==> config.mk <==
export PLATFORM = sky130hd
export DESIGN_NAME = cordic_vectoring
export DESIGN_NICKNAME = d
export VERILOG_FILES = /design/src/rtl/cordic_pkg.sv /design/src/rtl/cordic_atan_rom.sv /design/src/rtl/cordic_vectoring.sv
export SDC_FILE = /design/constraint.sdc
export NUM_CORES = 1
export LEC_CHECK = 0
export ABC_CLOCK_PERIOD_IN_PS = 9300
export CAP_MARGIN = 20
export CORE_MARGIN = 2
export CORE_UTILIZATION = 32
export CTS_BUF_LIST = sky130_fd_sc_hd__clkbuf_8
export CTS_CLUSTER_DIAMETER = 40
export DETAILED_ROUTE_END_ITERATION = 10
export SETUP_SLACK_MARGIN = 0.3
export SLEW_MARGIN = 20
export SYNTH_ARGS = -nofsm -noshare
export SYNTH_HDL_FRONTEND = slang
export SYNTH_SLANG_ARGS = --single-unit
==> constraint.sdc <==
create_clock -name clk -period 9.3 [get_ports clk]
set_input_delay 1.86 -clock clk [delete_from_list [all_inputs] [get_ports clk]]
set_output_delay 1.86 -clock clk [all_outputs]
set_load 0.005 [all_outputs]
==> src/rtl/cordic_pkg.sv <==
// Shared Q16.16 CORDIC definitions: constants, arctangent table, FSM state type.
// Used by cordic_vectoring (and the rotation-mode cordic_block).
package cordic_pkg;

  localparam int unsigned DATA_W = 32;
  localparam int unsigned IDX_W  = 5;

  localparam logic signed [DATA_W-1:0] ONE_Q16     = 32'sd65536;
  localparam logic signed [DATA_W-1:0] HALF_PI_Q16 = 32'sd102943;
  localparam logic signed [DATA_W-1:0] PI_Q16      = 32'sd205887;
  localparam logic signed [DATA_W-1:0] K_Q16       = 32'sd107923;
  localparam logic signed [DATA_W-1:0] INV_K_Q16   = 32'sd39797;

  typedef enum logic [1:0] {
    IDLE = 2'd0,
    ITER = 2'd1,
    DONE = 2'd2
  } state_t;

  // atan(2^-i) in Q16.16 radians; zero beyond i=16
  function automatic logic signed [DATA_W-1:0] atan_q16(input logic [IDX_W-1:0] i);
    logic signed [DATA_W-1:0] a;
    case (i)
      5'd0:    a = 32'sd51472;
      5'd1:    a = 32'sd30386;
      5'd2:    a = 32'sd16055;
      5'd3:    a = 32'sd8150;
      5'd4:    a = 32'sd4091;
      5'd5:    a = 32'sd2047;
      5'd6:    a = 32'sd1024;
      5'd7:    a = 32'sd512;
      5'd8:    a = 32'sd256;
      5'd9:    a = 32'sd128;
      5'd10:   a = 32'sd64;
      5'd11:   a = 32'sd32;
      5'd12:   a = 32'sd16;
      5'd13:   a = 32'sd8;
      5'd14:   a = 32'sd4;
      5'd15:   a = 32'sd2;
      5'd16:   a = 32'sd1;
      default: a = 32'sd0;
    endcase
    return a;
  endfunction

endpackage

==> src/rtl/cordic_atan_rom.sv <==
// Combinational arctangent lookup: iteration index -> atan(2^-idx) in Q16.16.
// Ports: idx (iteration index), angle_c (angle, combinational).
module cordic_atan_rom
  import cordic_pkg::*;
(
  input  logic        [IDX_W-1:0]  idx,
  output logic signed [DATA_W-1:0] angle_c
);

  always_comb begin
    angle_c = atan_q16(idx);
  end

endmodule

==> src/rtl/cordic_vectoring.sv <==
// Iterative Q16.16 CORDIC, vectoring mode. Rotates (x0,y0) onto the +x axis:
//   x -> K*|(x0,y0)|, y -> ~0, z -> z0 + atan2(y0,x0). One iteration per clock.
// Ports: clk, rst_n (sync, active low), ready (rising edge starts),
//   x0/y0/z0 operands, n iteration count (clamped to MAX_ITER),
//   x/y/z results (update only when done pulses), busy, done.
// Optional: define CORDIC_VEC_QUAD_CORR_EN to pre-rotate x0<0 inputs by +-pi
//   at load time, giving full-plane atan2 at no extra latency.
module cordic_vectoring
  import cordic_pkg::*;
#(
  parameter int unsigned MAX_ITER = 16
) (
  input  logic                     clk,
  input  logic                     rst_n,
  input  logic                     ready,
  input  logic signed [DATA_W-1:0] x0,
  input  logic signed [DATA_W-1:0] y0,
  input  logic signed [DATA_W-1:0] z0,
  input  logic        [DATA_W-1:0] n,
  output logic signed [DATA_W-1:0] x,
  output logic signed [DATA_W-1:0] y,
  output logic signed [DATA_W-1:0] z,
  output logic                     busy,
  output logic                     done
);

  state_t state, state_next;

  logic                     ready_q;
  logic signed [DATA_W-1:0] xw, yw, zw;
  logic        [IDX_W-1:0]  iter;
  logic        [IDX_W-1:0]  n_eff;

  logic                     start_c;
  logic        [IDX_W-1:0]  n_clamp_c;
  logic                     load_c, step_c, finish_c;
  logic signed [DATA_W-1:0] lx_c, ly_c, lz_c;
  logic signed [DATA_W-1:0] xn_c, yn_c, zn_c;
  logic signed [DATA_W-1:0] atan_c;

  assign start_c   = ready & ~ready_q;
  assign n_clamp_c = (n > DATA_W'(MAX_ITER)) ? IDX_W'(MAX_ITER) : IDX_W'(n);

  cordic_atan_rom u_rom (
    .idx     (iter),
    .angle_c (atan_c)
  );

  // State register
  always_ff @(posedge clk) begin
    if (!rst_n) state <= IDLE;
    else        state <= state_next;
  end

  // Next state and datapath controls
  always_comb begin
    state_next = state;
    load_c     = 1'b0;
    step_c     = 1'b0;
    finish_c   = 1'b0;
    case (state)
      IDLE: begin
        if (start_c) begin
          load_c     = 1'b1;
          state_next = (n_clamp_c == '0) ? DONE : ITER;
        end
      end
      ITER: begin
        step_c = 1'b1;
        if (iter == n_eff - IDX_W'(1)) state_next = DONE;
      end
      DONE: begin
        finish_c   = 1'b1;
        state_next = IDLE;
      end
      default: state_next = IDLE;
    endcase
  end

  // Load mux; optional half-plane fold for x0<0
  always_comb begin
    lx_c = x0;
    ly_c = y0;
    lz_c = z0;
`ifdef CORDIC_VEC_QUAD_CORR_EN
    if (x0[DATA_W-1]) begin
      lx_c = -x0;
      ly_c = -y0;
      lz_c = y0[DATA_W-1] ? (z0 - PI_Q16) : (z0 + PI_Q16);
    end
`endif
  end

  // One micro-rotation; drive y toward zero using pre-update values
  always_comb begin
    if (!yw[DATA_W-1]) begin
      xn_c = xw + (yw >>> iter);
      yn_c = yw - (xw >>> iter);
      zn_c = zw + atan_c;
    end else begin
      xn_c = xw - (yw >>> iter);
      yn_c = yw + (xw >>> iter);
      zn_c = zw - atan_c;
    end
  end

  // Working registers and registered outputs
  always_ff @(posedge clk) begin
    if (!rst_n) begin
      ready_q <= 1'b0;
      xw      <= '0;
      yw      <= '0;
      zw      <= '0;
      iter    <= '0;
      n_eff   <= '0;
      x       <= '0;
      y       <= '0;
      z       <= '0;
      busy    <= 1'b0;
      done    <= 1'b0;
    end else begin
      ready_q <= ready;
      busy    <= (state_next == ITER) || (state_next == DONE);
      done    <= finish_c;
      if (load_c) begin
        xw    <= lx_c;
        yw    <= ly_c;
        zw    <= lz_c;
        iter  <= '0;
        n_eff <= n_clamp_c;
      end else if (step_c) begin
        xw   <= xn_c;
        yw   <= yn_c;
        zw   <= zn_c;
        iter <= iter + IDX_W'(1);
      end
      if (finish_c) begin
        x <= xw;
        y <= yw;
        z <= zw;
      end
    end
  end

endmodule

Yosys cells after proc, flatten, opt, wreduce, memory -nomap -nowiden
Memories as Yosys holds them, arrays and structs flattened. A register that Yosys moved wholly into a read port is not among the register bits. Index checks and enable logic that the tools add are counted.

Latch bits: 0. Logic and storage cells: 57. Bits in read-only memories: 512. Bits of input ports: 131. Flip-flop bits (word level): 207. RAM bits: 0. Memories kept: 1. Output and inout port bits: 98.

Memories: (no name shown) (depth 32, bits a word 16, rd ports 1, clocked after memory_dff 1, write ports 0, RTL line cordic_pkg.sv:23) `case (i)`.

$add $sub $neg: 8. Multiplexer cells: 20. Multipliers: 0. Bitwise logic cells: 3. Equal/unequal tests: 5. Divide/modulo/power cells: 0. Shift operators: 2. $lt $le $gt $ge: 1. Reduce and logical (&&, ||, !) cells: 5.

Operators with widths (count): 32-bit 2-to-1 mux (9); 32-bit adder (3); 32-bit subtractor (3); 32-bit by 5-bit >>> shifter with 32-bit output (2); 32-bit by 5-bit > comparator with 1-bit output (second input constant) (1); 5-bit 2-to-1 mux (3); 2-bit 2-to-1 mux (3); 5-bit by 1-bit adder with 5-bit output (second input constant) (1); 5-bit == test (1); 5-bit logical NOT (1); 5-bit by 1-bit subtractor with 5-bit output (second input constant) (1); 2-bit by 1-bit == test with 1-bit output (second input constant) (2); 2-bit == test (second input constant) (2); 1-bit 2-to-1 mux (4); 2-bit one-hot mux with 2 select lines (1); 2-bit logical NOT (1); 1-bit NOT (2); 2-bit nonzero test (1); 2-bit OR reduction (1); 1-bit bitwise AND (1); 1-bit logical OR (1).

Depth between registers and ports, before layout
Depth in word-level cells: 8. Depth in mapped cells: 28. Depth with buffers taken out: 22.

Cells and area by module
Synthesis repeated with hierarchy kept, for this count alone.

Cell total of the unflattened synthesis: 2517. Area total of the unflattened synthesis: 19816.5 µm².

By module, submodules not included: cordic_vectoring (times used 1, cells each 2446, seq. area each 4144.0 µm², area each 19328.5 µm²); cordic_atan_rom (times used 1, cells each 71, seq. area each 0.0 µm², area each 488.0 µm²).

Worst setup path before layout
No wires, ideal clock.

Path kind: register to register. Start point: register iter[0]. End point: register yw[28]. Data arrival time: 5128 ps. Required time: 9167 ps. Stages on the path, launching flop included: 24. Slack: 4040 ps. Path through: dfxtp_1 > buf_6 > inv_1 > buf_1 > clkbuf_1 > mux2i_1 > o21ai_0 > a2111oi_2 > ha_1 > nand3_1 > nor2_2 > a21oi_1 > xor2_1 > ha_1 > a21o_1 > a21oi_1 > o21ai_0 > a211o_1 > a31oi_1 > o31ai_1 > a31o_2 > a21oi_1 > mux2i_1 > a31oi_1.

Word-level cells in the longest chain between the ends: 5. Elaborated cells on any way between the ends: 6.

RTL lines: start: declaration (RTL line cordic_vectoring.sv:31) `logic [IDX_W-1:0] iter;`; start signal: assignment (RTL line cordic_vectoring.sv:135) `iter <= iter + IDX_W'(1);`; 32-bit by 5-bit >>> shifter with 32-bit output (*) (RTL line cordic_vectoring.sv:98, cordic_vectoring.sv:102); 32-bit subtractor / 32-bit adder (equally long branches) (RTL line cordic_vectoring.sv:98, cordic_vectoring.sv:102); 32-bit 2-to-1 mux (*) (RTL line cordic_vectoring.sv:96) `if (!yw[DATA_W-1]) begin`; 32-bit 2-to-1 mux (*) (RTL line cordic_vectoring.sv:131) `end else if (step_c) begin`; 32-bit 2-to-1 mux (*) (RTL line cordic_vectoring.sv:125) `if (load_c) begin`; end signal: assignment (RTL line cordic_vectoring.sv:127) `yw <= ly_c;`; end signal: assignment (RTL line cordic_vectoring.sv:133) `yw <= yn_c;`; end: declaration (RTL line cordic_vectoring.sv:30) `logic signed [DATA_W-1:0] xw, yw, zw;`.

Every way passes the cells marked *; elsewhere a longest branch is shown, timed or not. The select of a mux whose other input is x is not followed. A chain may end at the register's enable or synchronous reset.

Final worst setup path
Start point: register iter[0]. End point: register yw[31].

The elaborated chain is that of the path after synthesis.

==> impl_metrics.py <==
metrics = {
    "clock_network": {
        "ctsResizeCount": 0,
        "postCtsHoldBufs": 0,
        "cts_made_buffers": 45,
        "cts_tree": "built",
        "clkLatencyLatePin_ns": 0.62,
        "h-tree-depth": 2,
        "cts.sinks": 223,
        "postCtsSetupRepairBufs": 0,
        "path_clk_slew_ns": 0.06,
        "cts-root-buf": "clkbuf_8",
        "clock_path_buffers": 3,
    },
    "timing": {
        "setup_tns_ns": 0,
        "final.min_clock_period_ns": 6.82,
        "maxSlewViolCount": 0,
        "min_period_over_period_pct": 73.3,
        "setup_viol": 0,
        "max_freq_ghz": 0.147,
        "relSlewSlack_pct": 22.6,
        "hold_viol": 0,
        "rsz0062_at_grt": "false",
        "worst_pin_slew_ns": 1.16,
        "setup_slack_ns": 2.48,
        "skew_ns": 0.0508,
    },
    "yosys": {
        "synth_fp_nets": 2782,
        "ys_seq_elements": 223,
        "yosysMostFrequentCell": "nand2_1",
        "synth-async-reset-ratio_pct": 0,
        "netlist.area_leader.share_pct": 22.5,
        "synth_edf_count": 0,
        "yosysWarningCount": 0,
        "syn_area_sq_um": 19800,
        "synthFlopType": "dfxtp_1",
        "synth-seq-area-share_pct": 22.5,
        "synth_commonest_cells": "nand2_1, a21oi_1, dfxtp_1",
        "synthDistinctLibCells": 97,
        "syn_inst": 2536,
        "syn_avg_cell_area_sq_um": 7.81,
        "ys_top_cells_by_area": "dfxtp_1, mux4_2, nand2_1, a21oi_1, ha_1",
        "synth_area_leader_cell": "dfxtp_1",
    },
    "power_and_ir_drop": {
        "vdd_drop_max_mv": 0.119,
        "power.share.combinational_pct": 53.6,
        "p_int_mw": 2.82,
        "pwr-share-clk_pct": 21.5,
        "switching_share_pct": 44.9,
        "power_mw": 5.12,
        "p_switching_mw": 2.30,
        "leakagePower_nw": 8.93,
        "seqPwrFrac_pct": 24.9,
        "power_density_nw_per_um2": 217,
    },
    "detailed_routing": {
        "viasPerCell": 5.88,
        "ant_nets": 0,
        "drtPass1Iterations": 6,
        "avgRoutedWirePerCell_um": 23.0,
        "vias": 20600,
        "dr.first_iter.drc_count": 1784,
        "wl_mm": 80.4,
        "remaining_drc_errors": 0,
    },
    "global_routing": {
        "gr-usage-met1_pct": 31.8,
        "overflow": 0,
        "met3_usage_pct": 4.07,
        "track_usage_pct": 24.6,
        "grt_pass1_wl_mm": 122,
        "grt_most_used_layer": "met2",
        "grtUsageMet2_pct": 41.9,
        "grt_max_degree": 97,
        "antenna_found_initial": 4,
        "first_global_vias": 20100,
    },
    "job": {
        "drv_cap": 0,
    },
    "min_path": {
        "holdPathStages": 2,
        "hp-class": "reg -> reg",
    },
    "critical_path": {
        "crit_type": "reg -> reg",
        "slowest_delay_ns": 0.97,
        "start_kind": "register",
        "r2r_slack_ns": 2.48,
        "worstPathArrival_ns": 7.28,
        "slowest_stage": "dfxtp_4",
        "cpMostUsedCell": "o21ai_0",
        "critPathMaxFanout": 55,
        "ff2ff_path_depth": 23,
        "end_kind": "register",
        "path_cells": "buf_4, mux2_2, o211ai_1, o21ai_0, a2111oi_2, ha_1, nand3_1, nor2_2, and4_4, and2_1, o22a_1, o31ai_1, ha_1, a21o_1, a21o_1, a21oi_1, o21ai_0, a31oi_1, o211ai_1, nand2_1, o21ai_0, xnor2_1, o22ai_1",
        "required_ns": 9.76,
    },
    "final_layout": {
        "area_growth_pct": 19.0,
        "stdcell_count": 3499,
        "nNetsFinal": 2918,
        "drive_above_1_share_pct": 9.68,
    },
    "die": {
        "dieArea_sq_um": 63900,
        "die_y_um": 253,
        "io_pins": 229,
        "initial_utilization_pct": 32.2,
        "rows": 91,
        "core_sq_um": 61500,
        "die_w_um": 253,
    },
    "placement": {
        "detailed_place_hpwl_mm": 60.0,
        "io_buffers": 228,
        "gp_routability_congestion": 0.938,
        "pre_cts_slack_ns": 2.59,
        "dp_cells": 3414,
    },
    "status": {
        "status": "completed",
    },
}
power by group through the flow:
| stage | registers, mW | logic [mW] | clock network, mW |
|---|---|---|---|
| after floorplan | 1.14 | 2.06 | 0 |
| after global placement | 1.29 | 2.67 | 0 |
| after detailed placement | 1.29 | 2.69 | 0 |
| after CTS | 1.27 | 2.71 | 1.12 |
| after global routing | 1.29 | 2.99 | 1.17 |
| final | 1.27 | 2.74 | 1.10 |
layout by cell type, fill, tap and decap left out, types with 12 or more instances in the layout:
cell type,count
nor4_1,12
and2_1,18
dfxtp_1,217
clkbuf_8,55
nor2b_1,14
a311oi_1,27
xor2_1,56
mux2_2,24
a31oi_1,22
mux4_2,76
xnor2_1,93
nor3_1,42
nand4_1,15
nand3_1,57
buf_4,35
ha_1,112
a21oi_1,324
clkdlybuf4s50_1,227
and3_1,20
o221ai_1,21
o21ai_0,97
nor2_1,190
a21o_1,46
inv_1,54
a22oi_1,29
a211oi_1,24
a221oi_1,13
o21bai_1,14
o211ai_1,25
nand2b_1,21
o21a_1,18
nand2_1,437
mux2i_1,53
final cells by class:
cell class                      count  area, sq um
Fill cell                        6336        37900
Multi-Input combinational cell   2089        14300
Sequential cell                   223         4480
Timing Repair Buffer              265         2590
Tap cell                          790          988
Clock buffer                       55          757
Clock inverter                     28          225
Inverter                           48          183
Antenna cell                        1         2.50
kinds of logic (layout without fill, tap and decap cells):
logic type      after synthesis  after routing  share of synthesized area, %
other cells                   0              1                             0
mux                         161            161                          13.2
simple gates                887            887                          20.0
buf+inv                     224            396                          5.18
flops                       223            223                          22.5
fa+ha+maj                   115            115                          7.38
compound gates              777            777                          25.1
xor+xnor                    149            149                          6.59
per-stage QoR:
stage	area [sq um]	hold slack, ns	utilization (%)
3_5_place_dp	22600	0.447	36.7
5_1_grt	23600	0.468	38.3
2_1_floorplan	19800	0.445	-
4_1_cts	23500	0.455	38.3
6_report	23600	0.451	38.3
3_3_place_gp	22500	0.444	36.7
routing by layer:
metal  vias up  wire length [um]
met5         -                46
met3       132              5540
li1       9570                 -
met1     10100             34000
met4         6              2110
met2       782             38700
critical path: cells and delay by family (launching register included):
family | cells | cell delay, ns
xor+xnor | 1 | 0.19
simple gates | 5 | 1.00
buf+inv | 1 | 0.52
flops | 1 | 0.97
fa+ha+maj | 2 | 0.71
mux | 1 | 0.42
compound gates | 13 | 2.81
flip-flops by register name, summed over array words and instances (netlist names):
register       count
x                 32
xw                32
y                 32
yw                32
z                 32
zw                32
u_rom.angle_c     16
iter               5
n_eff              5
state              2
busy               1
done               1
ready_q            1
final timing paths:
path	start	endpoint
setup / recovery	iter[0]	yw[31]
hold / removal	y[22]	y[22]
setup reg to reg	iter[0]	yw[31]
hold reg to reg	y[22]	y[22]
Note: power is estimated with default switching activity, not from simulation.
